==> config.mk <==
export PLATFORM = sky130hd
export DESIGN_NAME = sram_ctrl_avmm_flat
export DESIGN_NICKNAME = d
export VERILOG_FILES = /design/src/rtl/sram_ctrl_avmm_if.sv /design/src/rtl/sram_ctrl_avmm.sv /design/src/flat_wrapper.sv
export SDC_FILE = /design/constraint.sdc
export NUM_CORES = 1
export LEC_CHECK = 0
export CAP_MARGIN = 20
export CORE_MARGIN = 2
export CORE_UTILIZATION = 42
export DETAILED_ROUTE_END_ITERATION = 8
export HOLD_SLACK_MARGIN = 0.15
export PLACE_DENSITY = 0.8
export SYNTH_ARGS = -nofsm -noshare
export SYNTH_HDL_FRONTEND = slang
export SYNTH_SLANG_ARGS = --single-unit
==> constraint.sdc <==
create_clock -name clk_i -period 2.8 [get_ports clk_i]
set_clock_uncertainty 0.1 [all_clocks]
set_input_delay 0.84 -clock clk_i [delete_from_list [all_inputs] [get_ports clk_i]]
set_output_delay 0.84 -clock clk_i [all_outputs]
set_load 0.01 [all_outputs]
==> src/rtl/sram_ctrl_avmm_if.sv <==
// Avalon-MM single-transfer bus bundle between a system master and the SRAM bridge.
// Latency: none, this is wiring only.
// Backpressure: the slave drives waitrequest and the master holds its request while it is high.
interface avalon_mm_if #(
  parameter int ADDR_W = 18,
  parameter int DATA_W = 16
);
  logic [ADDR_W-1:0] address;
  logic              read;
  logic              write;
  logic [DATA_W-1:0] writedata;
  logic [DATA_W-1:0] readdata;
  logic              readdatavalid;
  logic              waitrequest;

  modport master (
    output address, read, write, writedata,
    input  readdata, readdatavalid, waitrequest
  );

  modport slave (
    input  address, read, write, writedata,
    output readdata, readdatavalid, waitrequest
  );
endinterface

==> src/rtl/sram_ctrl_avmm.sv <==
// Avalon-MM slave to asynchronous 16-bit SRAM bridge, one transfer at a time.
// Latency: read data is valid RD_CYC cycles after accept; write busy WR_CYC cycles, read busy RD_CYC+1.
// Backpressure: waitrequest is high in every state except IDLE; the master must hold its request.
module sram_ctrl_avmm #(
  parameter int CLK_PERIOD = 10,
  parameter int ADDR_W     = 18,
  parameter int DATA_W     = 16,
  parameter int T_RC       = 45,
  parameter int T_PWE      = 35,
  parameter int T_WC       = 45
) (
  input  logic              clk_i,
  input  logic              rst_i,
  avalon_mm_if.slave        mem_if,
  output logic              wen_o,
  output logic              oen_o,
  output logic [ADDR_W-1:0] addr_o,
  output logic              data_en_o,
  output logic [DATA_W-1:0] data_o,
  input  logic [DATA_W-1:0] data_i
);

  // SRAM timing converted from ns to whole clock cycles, rounding up.
  localparam int RD_RAW  = (T_RC + CLK_PERIOD - 1) / CLK_PERIOD;
  localparam int WE_RAW  = (T_PWE + CLK_PERIOD - 1) / CLK_PERIOD;
  localparam int WC_RAW  = (T_WC + CLK_PERIOD - 1) / CLK_PERIOD;
  localparam int RD_CYC  = (RD_RAW < 1) ? 1 : RD_RAW;
  localparam int WE_CYC  = (WE_RAW < 1) ? 1 : WE_RAW;
  // At least one recovery cycle after WE# rises so address/data outlive the pulse.
  localparam int WR_CYC  = (WC_RAW < WE_CYC + 1) ? WE_CYC + 1 : WC_RAW;
  localparam int MAX_CYC = (RD_CYC > WR_CYC) ? RD_CYC : WR_CYC;
  localparam int CNT_W   = $clog2(MAX_CYC + 1);

  // Counter value seen on the last cycle of each timed state; the counter
  // restarts at zero on entry, so a state lasting N cycles ends when it reads N-1.
  localparam logic [CNT_W-1:0] RD_LAST = CNT_W'(RD_CYC - 1);
  localparam logic [CNT_W-1:0] WE_LAST = CNT_W'(WE_CYC - 1);
  localparam logic [CNT_W-1:0] WR_LAST = CNT_W'(WR_CYC - WE_CYC - 1);

  typedef enum logic [2:0] {
    IDLE  = 3'd0,
    READ  = 3'd1,
    WRITE = 3'd2,
    WREC  = 3'd3,
    TURN  = 3'd4
  } state_t;

  state_t            state_q, state_d;
  logic [CNT_W-1:0]  cnt_q, cnt_d;
  logic              wen_q, wen_d;
  logic              oen_q, oen_d;
  logic [ADDR_W-1:0] addr_q, addr_d;
  logic              den_q, den_d;
  logic [DATA_W-1:0] dout_q, dout_d;
  logic [DATA_W-1:0] rdata_q, rdata_d;
  logic              rvld_q, rvld_d;
  logic              wait_q, wait_d;
  logic              accept;

  // A request is taken only while IDLE is advertised on the bus; this also
  // covers the first cycle after reset where waitrequest is still high.
  assign accept = (state_q == IDLE) && !wait_q;

  // Next-state and registered-output logic for the SRAM cycle sequencer.
  always_comb begin
    state_d = state_q;
    cnt_d   = cnt_q + 1'b1;
    wen_d   = wen_q;
    oen_d   = oen_q;
    addr_d  = addr_q;
    den_d   = den_q;
    dout_d  = dout_q;
    rdata_d = rdata_q;
    rvld_d  = 1'b0;

    case (state_q)
      IDLE: begin
        cnt_d = '0;
        if (accept) begin
          if (mem_if.write) begin
            // Write wins over a simultaneous read; the read is dropped.
            addr_d  = mem_if.address;
            dout_d  = mem_if.writedata;
            den_d   = 1'b1;
            wen_d   = 1'b0;
            state_d = WRITE;
          end else if (mem_if.read) begin
            addr_d  = mem_if.address;
            oen_d   = 1'b0;
            state_d = READ;
          end
        end
      end

      READ: begin
        if (cnt_q == RD_LAST) begin
          rdata_d = data_i;
          rvld_d  = 1'b1;
          oen_d   = 1'b1;
          state_d = TURN;
        end
      end

      // One dead cycle after OE# rises so the SRAM releases DQ before any write drives it.
      TURN: begin
        state_d = IDLE;
      end

      WRITE: begin
        if (cnt_q == WE_LAST) begin
          wen_d   = 1'b1;
          state_d = WREC;
        end
      end

      // Address and data stay put after WE# rises to cover hold and tWC.
      WREC: begin
        if (cnt_q == WR_LAST) begin
          den_d   = 1'b0;
          state_d = IDLE;
        end
      end

      default: begin
        state_d = IDLE;
        wen_d   = 1'b1;
        oen_d   = 1'b1;
        den_d   = 1'b0;
      end
    endcase

    if (state_d != state_q) begin
      cnt_d = '0;
    end

    wait_d = (state_d != IDLE);
  end

  // State, counter and every output are registered; reset aborts any SRAM cycle.
  always_ff @(posedge clk_i or posedge rst_i) begin
    if (rst_i) begin
      state_q <= IDLE;
      cnt_q   <= '0;
      wen_q   <= 1'b1;
      oen_q   <= 1'b1;
      addr_q  <= '0;
      den_q   <= 1'b0;
      dout_q  <= '0;
      rdata_q <= '0;
      rvld_q  <= 1'b0;
      wait_q  <= 1'b1;
    end else begin
      state_q <= state_d;
      cnt_q   <= cnt_d;
      wen_q   <= wen_d;
      oen_q   <= oen_d;
      addr_q  <= addr_d;
      den_q   <= den_d;
      dout_q  <= dout_d;
      rdata_q <= rdata_d;
      rvld_q  <= rvld_d;
      wait_q  <= wait_d;
    end
  end

  assign wen_o     = wen_q;
  assign oen_o     = oen_q;
  assign addr_o    = addr_q;
  assign data_en_o = den_q;
  assign data_o    = dout_q;

  assign mem_if.readdata      = rdata_q;
  assign mem_if.readdatavalid = rvld_q;
  assign mem_if.waitrequest   = wait_q;

endmodule

==> src/flat_wrapper.sv <==
// flat-port wrapper written by rule: the top's interface ports become plain ports
module sram_ctrl_avmm_flat 
#(
  parameter int CLK_PERIOD = 10,
  parameter int ADDR_W     = 18,
  parameter int DATA_W     = 16,
  parameter int T_RC       = 45,
  parameter int T_PWE      = 35,
  parameter int T_WC       = 45
)
  (clk_i, rst_i, wen_o, oen_o, addr_o, data_en_o, data_o, data_i, mem_if_address, mem_if_read, mem_if_write, mem_if_writedata, mem_if_readdata, mem_if_readdatavalid, mem_if_waitrequest);
  avalon_mm_if #(.ADDR_W(ADDR_W), .DATA_W(DATA_W)) mem_if_i ();
  input  logic clk_i;
  input  logic rst_i;
  output logic wen_o;
  output logic oen_o;
  output logic [ADDR_W-1:0] addr_o;
  output logic data_en_o;
  output logic [DATA_W-1:0] data_o;
  input  logic [DATA_W-1:0] data_i;
  input wire logic [$bits(mem_if_i.address)-1:0] mem_if_address;
  input wire logic [$bits(mem_if_i.read)-1:0] mem_if_read;
  input wire logic [$bits(mem_if_i.write)-1:0] mem_if_write;
  input wire logic [$bits(mem_if_i.writedata)-1:0] mem_if_writedata;
  output wire logic [$bits(mem_if_i.readdata)-1:0] mem_if_readdata;
  output wire logic [$bits(mem_if_i.readdatavalid)-1:0] mem_if_readdatavalid;
  output wire logic [$bits(mem_if_i.waitrequest)-1:0] mem_if_waitrequest;
  assign mem_if_i.address = mem_if_address;
  assign mem_if_i.read = mem_if_read;
  assign mem_if_i.write = mem_if_write;
  assign mem_if_i.writedata = mem_if_writedata;
  assign mem_if_readdata = mem_if_i.readdata;
  assign mem_if_readdatavalid = mem_if_i.readdatavalid;
  assign mem_if_waitrequest = mem_if_i.waitrequest;
  sram_ctrl_avmm #(.CLK_PERIOD(CLK_PERIOD), .ADDR_W(ADDR_W), .DATA_W(DATA_W), .T_RC(T_RC), .T_PWE(T_PWE), .T_WC(T_WC)) u_core (.clk_i(clk_i), .rst_i(rst_i), .mem_if(mem_if_i), .wen_o(wen_o), .oen_o(oen_o), .addr_o(addr_o), .data_en_o(data_en_o), .data_o(data_o), .data_i(data_i));
endmodule
# Word-level counts from Yosys, hierarchy flattened
# Index checks and enable logic that the tools add are counted.
[totals] reg_bits=61 input_bits=54 output_inout_bits=55 elab_cells=69
[op_classes] n_addsub=1 eq_ne=14 muxes=26 bitwise=3 reduce_logical=15
[op_table] cell="$mux 18" n=2
[op_table] cell="$mux 3" n=8
[op_table] cell="$mux 1" n=12
[op_table] cell="$pmux 3 s4" n=1
[op_table] cell="$eq 3x2->1 const B" n=3
[op_table] cell="$pmux 1 s3" n=3
[op_table] cell="$reduce_or 3->1" n=3
[op_table] cell="$ne 2x1->1 const B" n=4
[op_table] cell="$reduce_and 4->1" n=2
[op_table] cell="$eq 3x3->1 const B" n=2
[op_table] cell="$logic_not 3->1" n=2
[op_table] cell="$ne 2x2->1 const B" n=3
[op_table] cell="$reduce_and 3->1" n=2
[op_table] cell="$reduce_and 5->1" n=1
[op_table] cell="$add 3x1->3 const B" n=1
[op_table] cell="$eq 3x1->1 const B" n=1
[op_table] cell="$ne 3x3->1" n=1
[op_table] cell="$not 1->1" n=3
[op_table] cell="$reduce_bool 3->1" n=1
[op_table] cell="$reduce_and 2->1" n=1
[op_table] cell="$reduce_bool 2->1" n=1
[op_table] cell="$logic_and 1x1->1" n=1
[op_table] cell="$logic_not 1->1" n=1

# Depth between registers and ports, before layout
# Gate-level depths: netlist of run 1.
[depth] depth_word=6 ltp_mapped=6 mapped_depth_nobuf=5

# Worst setup path before layout of run 1
# Ideal clock, no wire load.
[synth_timing] path_type="in2reg" from="input mem_if_write" to="register u_core.dout_q[10], in the netlist u_core.data_o[10]" arrival_time_ns=1.708 t_required_ns=2.575 setup_slack_ns=0.868 path_stages=4 cell_sequence="nor3b_2 nand2_1 buf_4 mux2_2"
[synth_via] elab_chain_len=1
[synth_lines] item="start, declared" line_no="flat_wrapper.sv:23" rtl="input wire logic [$bits(mem_if_i.write)-1:0] mem_if_write;"
[synth_lines] item="$reduce_and 3->1 (no line)"
[synth_lines] item="end signal, assigned" line_no="sram_ctrl_avmm.sv:159" rtl="dout_q <= dout_d;"
[synth_lines] item="end, declared" line_no="sram_ctrl_avmm.sv:54" rtl="logic [DATA_W-1:0] dout_q, dout_d;"
# Every way passes these cells.
# A chain may end at the register's enable or synchronous reset.

# Worst setup path after layout of run 1
[layout_timing] from="register u_core.wait_q, in the netlist u_core.mem_if.waitrequest" to="output mem_if_waitrequest"
[layout_lines] item="start, declared" line_no="sram_ctrl_avmm.sv:57" rtl="logic wait_q, wait_d;"
[layout_lines] item="start signal, assigned" line_no="sram_ctrl_avmm.sv:162" rtl="wait_q <= wait_d;"
[layout_lines] item="end, declared" line_no="flat_wrapper.sv:27" rtl="output wire logic [$bits(mem_if_i.waitrequest)-1:0] mem_if_waitrequest;"
# No word-level cell between the ends.

==> metrics.csv, run 1 <==
stage;metric;value;unit
logic_synthesis;syn_nets;221;
logic_synthesis;synth_top_area_share;58.1;%
sta;setup_viol;0;
drt;avgRoutedWirePerCell;15.3;um
clock_network;post_cts_buffers;0;
die;initial_utilization;42.9;%
logic_synthesis;yosys.area.top_type;dfrtp_1;
logic_synthesis;syn_avg_cell_area;15.2;um^2
setup_path;crit_family;flip-flops;
drt;drt_first_pass_iters;4;
clock_network;cts_buffer_depth;2;
place;portBuffers;108;
setup_path;critPathMaxStageDelay;0.58;ns
final_layout;nFillCells;479;
sta;finalCritPeriodShare;85.1;%
die;placement_rows;28;
power;p_leak;0.00159;uW
logic_synthesis;synth_area_leaders;dfrtp_1, mux2_2, dfstp_2, buf_6, nor4_4;
sta;fmax;420;MHz
die;ios;109;
place;dp.final_hpwl;3.98;mm
clock_network;cts.sink_count;61;
power;peakVddDrop;518;uV
power;power_density;1040;mW/mm^2
clock_network;cts_resized;0;
setup_path;cp_num_buf_inv;1;
final_layout;nets;338;
setup_path;required;1.86;ns
setup_path;critPathSlowestCell;dfstp_2;
drt;vias_per_cell;4.87;
clock_network;clk_pin_slew;0.06;ns
global_routing;grt_pass1_vias;1825;
clock_network;cts_buffers;9;
setup_path;path_class;reg -> out;
place;globalplace.congestion;0.764;
global_routing;grt_overflow_total;0;
sta;max_slew_margin;71.9;%
logic_synthesis;async_reset_ff_share;100;%
clock_network;cts_root_buf;clkbuf_8;
logic_synthesis;ys_ff_latch;61;
clock_network;h-tree-depth;3;
global_routing;grt.total_usage;18.0;%
die;fp.dieW;81.1;um
logic_synthesis;synth_most_common_cell;dfrtp_1;
logic_synthesis;synthFlopType;dfrtp_1;
drt;antenna_left;0;
sta;tns;0;ns
global_routing;grt_antenna_before_repair;0;
worst_hold_path;hp-class;reg -> reg;
clock_network;ctsHoldBuffers;0;
clock_network;tritoncts;built;
global_routing;grt_pass1_wl;8.71;mm
run_status;status;finished clean;
drt;drt_iter0_markers;71;
sta;rsz0062_at_grt;false;
sta;period_minus_slack;2.38;ns
run;maxCapViolCount;0;
logic_synthesis;synth_area;0.00250;mm^2
setup_path;endpoint_kind;output pin;
logic_synthesis;syn-instance-count;164;
global_routing;grt_max_degree;62;
logic_synthesis;yosysSeqAreaShare;61.3;%
die;die_h;81.1;um
final_layout;antenna_cells;0;
drt;drt_wl_total;5.48;mm
final_layout;area_growth;53.1;%
clock_network;clock_latency;0.32;ns
setup_path;crit_path_start_kind;flop;
final_layout;final_cells;359;
die;die_area;0.00658;mm^2
sta;hold_viol;0;
die;coreArea;0.00582;mm^2
logic_synthesis;yosysWarnings;0;
setup_path;worstPathArrival;1.44;ns
logic_synthesis;synth_cell_types;33;
drt;num_vias;1747;
drt;drc;0;
sta;worst_slew_pin_slew;0.422;ns
power;total_power;3980;uW
place;dp_cells;345;
setup_path;crit_fanout;3;
setup_path;crit_chain;clkdlybuf4s50_1;
final_layout;layout-drive-gt1-share;27.1;%
logic_synthesis;synth-edff-count;0;
sta;drv_slew;0;
logic_synthesis;synth_common_cells;dfrtp_1, mux2_2, inv_1, buf_6;
[sequential cells by signal, indices dropped and copies added, names as in the netlist]
| signal | cells |
|---|---|
| u_core.mem_if.readdata | 16 |
| u_core.wen_o | 1 |
| u_core.addr_o | 18 |
| u_core.mem_if.readdatavalid | 1 |
| u_core.data_en_o | 1 |
| u_core.state_q | 3 |
| u_core.cnt_q | 3 |
| u_core.oen_o | 1 |
| u_core.mem_if.waitrequest | 1 |
| u_core.data_o | 16 |
[cells by family after synthesis]
family          count (synthesis)  share of synthesized area, %
fa+ha+maj                       3                          1.50
buf+inv                        16                          3.81
mux                            50                          22.5
flops                          61                          61.3
xor+xnor                        1                         0.351
compound gates                 15                          4.51
simple gates                   18                          6.01
[per-layer routing]
metal	up-vias	wire (um)	GRT usage, %	part of all wire, %
met4	0	41	7.12	0.75
met5	-	0	0	0
li1	811	-	-	-
met1	877	2110	21.1	39
met2	55	2910	28.6	53
met3	4	412	8.67	7.5
[cell type report]
class,count,area (um^2),area share [%]
inverters,10,37.5,0.982
repair buffers,112,1120,29.4
well taps,75,93.8,2.45
flip-flops and latches,61,1530,40.0
multi-input cells,87,872,22.8
clock inverters,2,10.0,0.262
clock buffers,12,155,4.06
[layout by cell type, fill, tap and decap left out, drive strengths merged, types with 3 or more instances in the layout]
| master | count |
|---|---|
| ha | 3 |
| clkdlybuf4s50 | 108 |
| nor4 | 3 |
| nand2 | 3 |
| inv | 10 |
| dfrtp | 58 |
| a211oi | 3 |
| mux2 | 50 |
| clkbuf | 12 |
| dfstp | 3 |
| buf | 4 |
[worst paths after layout]
path	startpoint	endpoint	slack (ns)	depth (start not counted)
worst min register to register	u_core.cnt_q[0]$_DFF_PP0_	u_core.cnt_q[0]$_DFF_PP0_	0.39	1
min in group asynchronous	rst_i	u_core.data_o[6]$_DFFE_PP0P_	0.81	3
worst min-delay path	u_core.cnt_q[0]$_DFF_PP0_	u_core.cnt_q[0]$_DFF_PP0_	0.39	1
max in group asynchronous	rst_i	u_core.mem_if.waitrequest$_DFF_PP1_	1.48	3
worst max register to register	u_core.state_q[1]$_DFF_PP0_	u_core.addr_o[14]$_DFFE_PP0P_	0.87	4
worst max-delay path	u_core.mem_if.waitrequest$_DFF_PP1_	mem_if_waitrequest	0.42	1
[stage by stage]
stage	setup slack [ns]	utilization [%]	instance area (um^2)	hold slack, ns
2_1_floorplan	0.352	-	2500	0.333
3_3_place_gp	0.418	62.9	3660	0.354
3_5_place_dp	0.349	62.9	3660	0.381
4_1_cts	0.391	65.7	3820	0.390
5_1_grt	0.344	65.7	3820	0.415
6_report	0.418	65.7	3820	0.390
[where the power goes]
group          total [uW]  internal, uW  switching [uW]
clock                 658           357             301
combinational        1770          1120             654
sequential           1550          1300             256
No activity file was read; power rests on OpenSTA's default activity.
==> run 2: changes to the inputs <==
--- a/config.mk
+++ b/config.mk
@@ -5,9 +5,11 @@
 export SDC_FILE = /design/constraint.sdc
 export NUM_CORES = 1
 export LEC_CHECK = 0
+export ABC_CLOCK_PERIOD_IN_PS = 2800
 export CAP_MARGIN = 20
 export CORE_MARGIN = 2
 export CORE_UTILIZATION = 42
+export CTS_BUF_LIST = sky130_fd_sc_hd__clkbuf_8 sky130_fd_sc_hd__clkbuf_16
 export DETAILED_ROUTE_END_ITERATION = 8
 export HOLD_SLACK_MARGIN = 0.15
 export PLACE_DENSITY = 0.8
==> metrics.csv, run 2 (same netlist as run 1, synthesis figures left out) <==
stage;metric;value;unit;change
sta;finalCritPeriodShare;85.1;%;about the same
die;fp.dieW;81.1;um;unchanged
setup_path;required;1.86;ns;about the same
clock_network;clock_latency;0.32;ns;about the same
clock_network;clk_pin_slew;0.06;ns;about the same
die;coreArea;0.00582;mm^2;unchanged
setup_path;crit_path_start_kind;flop;;
clock_network;cts_root_buf;clkbuf_8;;
sta;rsz0062_at_grt;false;;
die;die_h;81.1;um;unchanged
sta;setup_viol;0;;unchanged
global_routing;grt_max_degree;62;;unchanged
clock_network;cts_buffers;9;;unchanged
drt;avgRoutedWirePerCell;15.3;um;about the same
place;portBuffers;108;;unchanged
setup_path;regToRegSetupSlack;0.87;ns;about the same
setup_path;crit_chain;clkdlybuf4s50_1;;
final_layout;multi_input_area;872;um^2;unchanged
drt;drc;0;;unchanged
clock_network;ctsHoldBuffers;0;;unchanged
global_routing;grt_pass1_wl;8.71;mm;unchanged
clock_network;cts_buffer_depth;2;;unchanged
final_layout;final_common_cell;clkdlybuf4s50_1;;
setup_path;startpoint;u_core.mem_if.waitrequest$_DFF_PP1_;;
sta;tns;0;ns;unchanged
final_layout;nFillCells;479;;unchanged
setup_path;crit_fanout;3;;unchanged
run_status;status;finished clean;;
sta;max_slew_margin;71.9;%;about the same
clock_network;h-tree-depth;3;;unchanged
worst_hold_path;hp-class;reg -> reg;;
drt;drt_first_pass_iters;4;;unchanged
die;ios;109;;unchanged
setup_path;worstPathArrival;1.44;ns;about the same
final_layout;area_growth;53.1;%;unchanged
setup_path;r2r_end;u_core.addr_o[14]$_DFFE_PP0P_;;
setup_path;critPathMaxStageDelay;0.58;ns;about the same
setup_path;r2r_cells;4;;unchanged
final_layout;mostFrequentLayoutCells;clkdlybuf4s50_1, dfrtp_1, mux2_2;;
power;peakVddDrop;517;uV;-0.18%
run;maxCapViolCount;0;;unchanged
clock_network;cts_resized;0;;unchanged
clock_network;cts.sink_count;61;;unchanged
power;power_density;1040;mW/mm^2;about the same
sta;worst_slew_pin_slew;0.422;ns;+0.0000277 ns
sta;period_minus_slack;2.38;ns;+0.000190 ns
drt;antenna_left;0;;unchanged
sta;fmax;420;MHz;about the same
die;placement_rows;28;;unchanged
setup_path;critPathSlowestCell;dfstp_2;;
setup_path;crit_family;flip-flops;;
die;die_area;0.00658;mm^2;unchanged
setup_path;path_class;reg -> out;;
global_routing;grt_overflow_total;0;;unchanged
clock_network;post_cts_buffers;0;;unchanged
final_layout;nets;338;;unchanged
sta;drv_slew;0;;unchanged
clock_network;tritoncts;built;;
drt;drt_iter0_markers;73;;+2.8%
power;total_power;3980;uW;about the same
global_routing;grt_antenna_before_repair;0;;unchanged
final_layout;largest_reg_flops;18;;unchanged
drt;drt_wl_total;5.48;mm;about the same
die;initial_utilization;42.9;%;unchanged
final_layout;area.sequential;0.00153;mm^2;unchanged
setup_path;crit_cells;1;;unchanged
global_routing;grt_pass1_vias;1825;;unchanged
setup_path;crit-reg2reg-launch;u_core.state_q[1]$_DFF_PP0_;;
setup_path;critPathCapture;mem_if_waitrequest;;
final_layout;layout-drive-gt1-share;27.1;%;unchanged
drt;vias_per_cell;4.85;;-0.29%
drt;num_vias;1742;;-0.29%
sta;hold_viol;0;;unchanged
place;globalplace.congestion;0.764;;unchanged
power;p_leak;0.00159;uW;+0.26%
final_layout;antenna_cells;0;;unchanged
setup_path;cp_num_buf_inv;1;;unchanged
setup_path;endpoint_kind;output pin;;
global_routing;grt.total_usage;18.0;%;unchanged
place;dp.final_hpwl;3.98;mm;unchanged
-- run 2: worst min path at each step --
| stage | from | end | cells past startpoint |
|---|---|---|---|
| 5_1_grt | u_core.cnt_q[0]$_DFF_PP0_ | u_core.cnt_q[0]$_DFF_PP0_ | 1 |
| 6_report | u_core.cnt_q[0]$_DFF_PP0_ | u_core.cnt_q[0]$_DFF_PP0_ | 1 |
| 2_1_floorplan | u_core.cnt_q[0]$_DFF_PP0_ | u_core.cnt_q[0]$_DFF_PP0_ | 1 |
| 4_1_cts | u_core.cnt_q[0]$_DFF_PP0_ | u_core.cnt_q[0]$_DFF_PP0_ | 1 |
| 3_5_place_dp | u_core.cnt_q[0]$_DFF_PP0_ | u_core.cnt_q[0]$_DFF_PP0_ | 1 |
| 3_3_place_gp | u_core.cnt_q[0]$_DFF_PP0_ | u_core.cnt_q[0]$_DFF_PP0_ | 1 |
-- run 2: through the flow --
| step | hold WS, ns | std cells | util [%] | setup slack [ns] | cell area [um^2] |
|---|---|---|---|---|---|
| finish | 0.390 | 359 | 65.7 | 0.418 | 3820 |
| floorplan | 0.333 | 164 | - | 0.352 | 2500 |
| CTS | 0.390 | 359 | 65.7 | 0.391 | 3820 |
| global route | 0.415 | 359 | 65.7 | 0.344 | 3820 |
| detailed placement | 0.381 | 345 | 62.9 | 0.349 | 3660 |
| global placement | 0.354 | 345 | 62.9 | 0.418 | 3660 |
-- run 2: per-layer routing --
layer | up-vias | part of all wire, % | GRT usage, %
li1 | 810 | - | -
met1 | 873 | 39 | 21.1
met2 | 55 | 53 | 28.6
met3 | 4 | 7.6 | 8.67
met4 | 0 | 0.75 | 7.12
met5 | - | 0 | 0
-- run 2: power by group --
group          internal [uW]  switching [uW]  leakage [uW]  total (uW)
combinational           1120             654      0.000774        1770
sequential              1300             256      0.000723        1550
clock                    353             302     0.0000922         655
total                   2770            1210       0.00159        3980
-- run 2: area by class of cell --
| cell class | count | share of cell area (%) |
|---|---|---|
| clock buffers | 11 | 3.96 |
| clock inverters | 3 | 0.360 |
| inverters | 10 | 0.982 |
| multi-input cells | 87 | 22.8 |
| flip-flops and latches | 61 | 40.0 |
| well taps | 75 | 2.45 |
| repair buffers | 112 | 29.4 |
-- run 2: worst reg2reg max path: cells and delay by family, from the launching register on --
kind | cells | cell delay [ns]
mux | 1 | 0.38
simple gates | 1 | 0.39
buf+inv | 1 | 0.25
compound gates | 1 | 0.17
flops | 1 | 0.53
==> run 3: changes to the inputs <==
--- a/config.mk
+++ b/config.mk
@@ -8,11 +8,11 @@
 export ABC_CLOCK_PERIOD_IN_PS = 2800
 export CAP_MARGIN = 20
 export CORE_MARGIN = 2
-export CORE_UTILIZATION = 42
-export CTS_BUF_LIST = sky130_fd_sc_hd__clkbuf_8 sky130_fd_sc_hd__clkbuf_16
+export CORE_UTILIZATION = 43
+export CTS_BUF_LIST = sky130_fd_sc_hd__clkbuf_2 sky130_fd_sc_hd__clkbuf_4 sky130_fd_sc_hd__clkbuf_8
 export DETAILED_ROUTE_END_ITERATION = 8
 export HOLD_SLACK_MARGIN = 0.15
-export PLACE_DENSITY = 0.8
+export PLACE_DENSITY = 0.82
 export SYNTH_ARGS = -nofsm -noshare
 export SYNTH_HDL_FRONTEND = slang
 export SYNTH_SLANG_ARGS = --single-unit
==> metrics.csv, run 3 (same netlist as run 1, synthesis figures left out) <==
stage;metric;value;unit;change
run_status;status;finished clean;;
setup_path;required;1.86;ns;about the same
sta;tns;0;ns;unchanged
die;initial_utilization;44.8;%;+1.9 points
drt;drt_first_pass_iters;4;;unchanged
final_layout;antenna_cells;0;;unchanged
clock_network;cts.sink_count;61;;unchanged
sta;drv_slew;0;;unchanged
setup_path;crit_fanout;3;;unchanged
drt;avgRoutedWirePerCell;15.0;um;-1.7%
setup_path;critPathMaxStageDelay;0.57;ns;about the same
place;portBuffers;108;;unchanged
global_routing;grt_antenna_before_repair;0;;unchanged
setup_path;cp_num_buf_inv;1;;unchanged
final_layout;design_area;0.00387;mm^2;+1.3%
drt;drc;0;;unchanged
die;die_area;0.00643;mm^2;-2.2%
global_routing;grt_pass1_wl;8.84;mm;+1.4%
global_routing;grt.total_usage;18.6;%;+0.59 points
run;maxCapViolCount;0;;unchanged
final_layout;final_common_cell;clkdlybuf4s50_1;;
clock_network;cts_root_buf;clkbuf_8;;
final_layout;nFillCells;422;;-12%
sta;max_slew_margin;57.4;%;-14 points
setup_path;crit_chain;clkdlybuf4s50_1;;
sta;period_minus_slack;2.38;ns;-0.00162 ns
clock_network;cts_buffer_depth;2;;unchanged
place;dp_cells;344;;-0.29%
place;dp.final_hpwl;4.10;mm;+3.0%
die;fp.dieW;80.2;um;-1.1%
final_layout;final_cells;360;;+0.28%
drt;num_vias;1746;;+0.23%
clock_network;cts_buffers;9;;unchanged
global_routing;grt_max_degree;31;;-50%
final_layout;area.sequential;0.00153;mm^2;unchanged
die;die_h;80.2;um;-1.1%
clock_network;tritoncts;built;;
setup_path;crit_family;flip-flops;;
sta;worst_slew_pin_slew;0.638;ns;+0.216 ns
worst_hold_path;hp-class;reg -> reg;;
final_layout;multi_input_area;872;um^2;unchanged
clock_network;ctsHoldBuffers;0;;unchanged
power;p_leak;0.00161;uW;+1.5%
drt;drt_iter0_markers;55;;-25%
setup_path;crit_path_start_kind;flop;;
setup_path;regToRegSetupSlack;0.79;ns;-0.08 ns
clock_network;post_cts_buffers;0;;unchanged
drt;vias_per_cell;4.85;;about the same
power;total_power;4050;uW;+1.7%
place;globalplace.congestion;0.785;;+2.8%
final_layout;largest_reg_flops;18;;unchanged
sta;setup_viol;0;;unchanged
setup_path;critPathSlowestCell;dfstp_2;;
place;dpl-instance-area;0.00368;mm^2;+0.65%
drt;antenna_left;0;;unchanged
clock_network;clock_latency;0.32;ns;about the same
setup_path;worstPathArrival;1.44;ns;about the same
drt;drt_wl_total;5.40;mm;-1.4%
clock_network;clk_pin_slew;0.06;ns;about the same
global_routing;grt_overflow_total;0;;unchanged
die;ios;109;;unchanged
clock_network;h-tree-depth;3;;unchanged
setup_path;endpoint_kind;output pin;;
final_layout;nets;340;;+0.59%
final_layout;layout-drive-gt1-share;28.5;%;+1.4 points
die;coreArea;0.00557;mm^2;-4.2%
final_layout;area_growth;55.1;%;
global_routing;grt_pass1_vias;1799;;-1.4%
final_layout;mostFrequentLayoutCells;clkdlybuf4s50_1, dfrtp_1, mux2_2;;
die;placement_rows;27;;-3.6%
sta;hold_viol;0;;unchanged
sta;rsz0062_at_grt;false;;
power;power_density;1040;mW/mm^2;+0.35%
power;peakVddDrop;495;uV;-4.3%
sta;fmax;420;MHz;about the same
setup_path;path_class;reg -> out;;
sta;finalCritPeriodShare;85.0;%;about the same
clock_network;cts_resized;0;;unchanged
[run 3: cell count changes in the layout (fill, tap and decap cells not counted), sizes merged]
cell / delta
buf: +2
clkbuf: +4
clkinv: -1
inv: -1
[run 3: worst reg2reg max path: stages, from the launching register on]
cell and delay, ns:
dfrtp_1 0.40, inv_1 0.07, ha_1 0.27, nand2_4 0.09, nor4_4 0.41, buf_12 0.21, mux2_2 0.34
[run 3: final timing paths]
check,to,startpoint,depth (start not counted)
max in group asynchronous,u_core.data_o[14]$_DFFE_PP0P_,rst_i,3
min in group asynchronous,u_core.mem_if.readdata[12]$_DFFE_PP0P_,rst_i,2
max reg2reg,u_core.mem_if.readdata[4]$_DFFE_PP0P_,u_core.cnt_q[0]$_DFF_PP0_,6
max,mem_if_waitrequest,u_core.mem_if.waitrequest$_DFF_PP1_,1
min reg2reg,u_core.cnt_q[0]$_DFF_PP0_,u_core.cnt_q[0]$_DFF_PP0_,1
min,u_core.cnt_q[0]$_DFF_PP0_,u_core.cnt_q[0]$_DFF_PP0_,1
[run 3: layout make-up]
| class | count | area share [%] |
|---|---|---|
| clock inverter | 1 | 0.129 |
| timing repair buffer | 114 | 29.7 |
| sequential | 61 | 39.5 |
| inverter | 10 | 0.969 |
| clock buffer | 15 | 4.84 |
| multi-input combinational | 87 | 22.5 |
| tap | 72 | 2.33 |
[run 3: stage by stage]
| stage | setup slack [ns] | hold WS, ns | util [%] |
|---|---|---|---|
| 2_1_floorplan | 0.352 | 0.333 | - |
| 3_3_place_gp | 0.429 | 0.355 | 66.0 |
| 3_5_place_dp | 0.402 | 0.382 | 66.0 |
| 4_1_cts | 0.396 | 0.398 | 69.5 |
| 5_1_grt | 0.378 | 0.425 | 69.5 |
| 6_report | 0.420 | 0.389 | 69.5 |
[run 3: power breakdown]
| part | switching [uW] | total, uW | internal [uW] | leakage, uW |
|---|---|---|---|---|
| Clock | 311 | 734 | 423 | 0.000104 |
| Combinational | 654 | 1770 | 1120 | 0.000786 |
| Sequential | 244 | 1540 | 1300 | 0.000723 |
[run 3: metal layers]
layer,wire length (um),global-route usage [%],share of wire [%]
met5,0,0,0
met4,118,9.66,2.2
met3,200,4.16,3.7
met2,2890,31.1,54
met1,2190,22.5,41
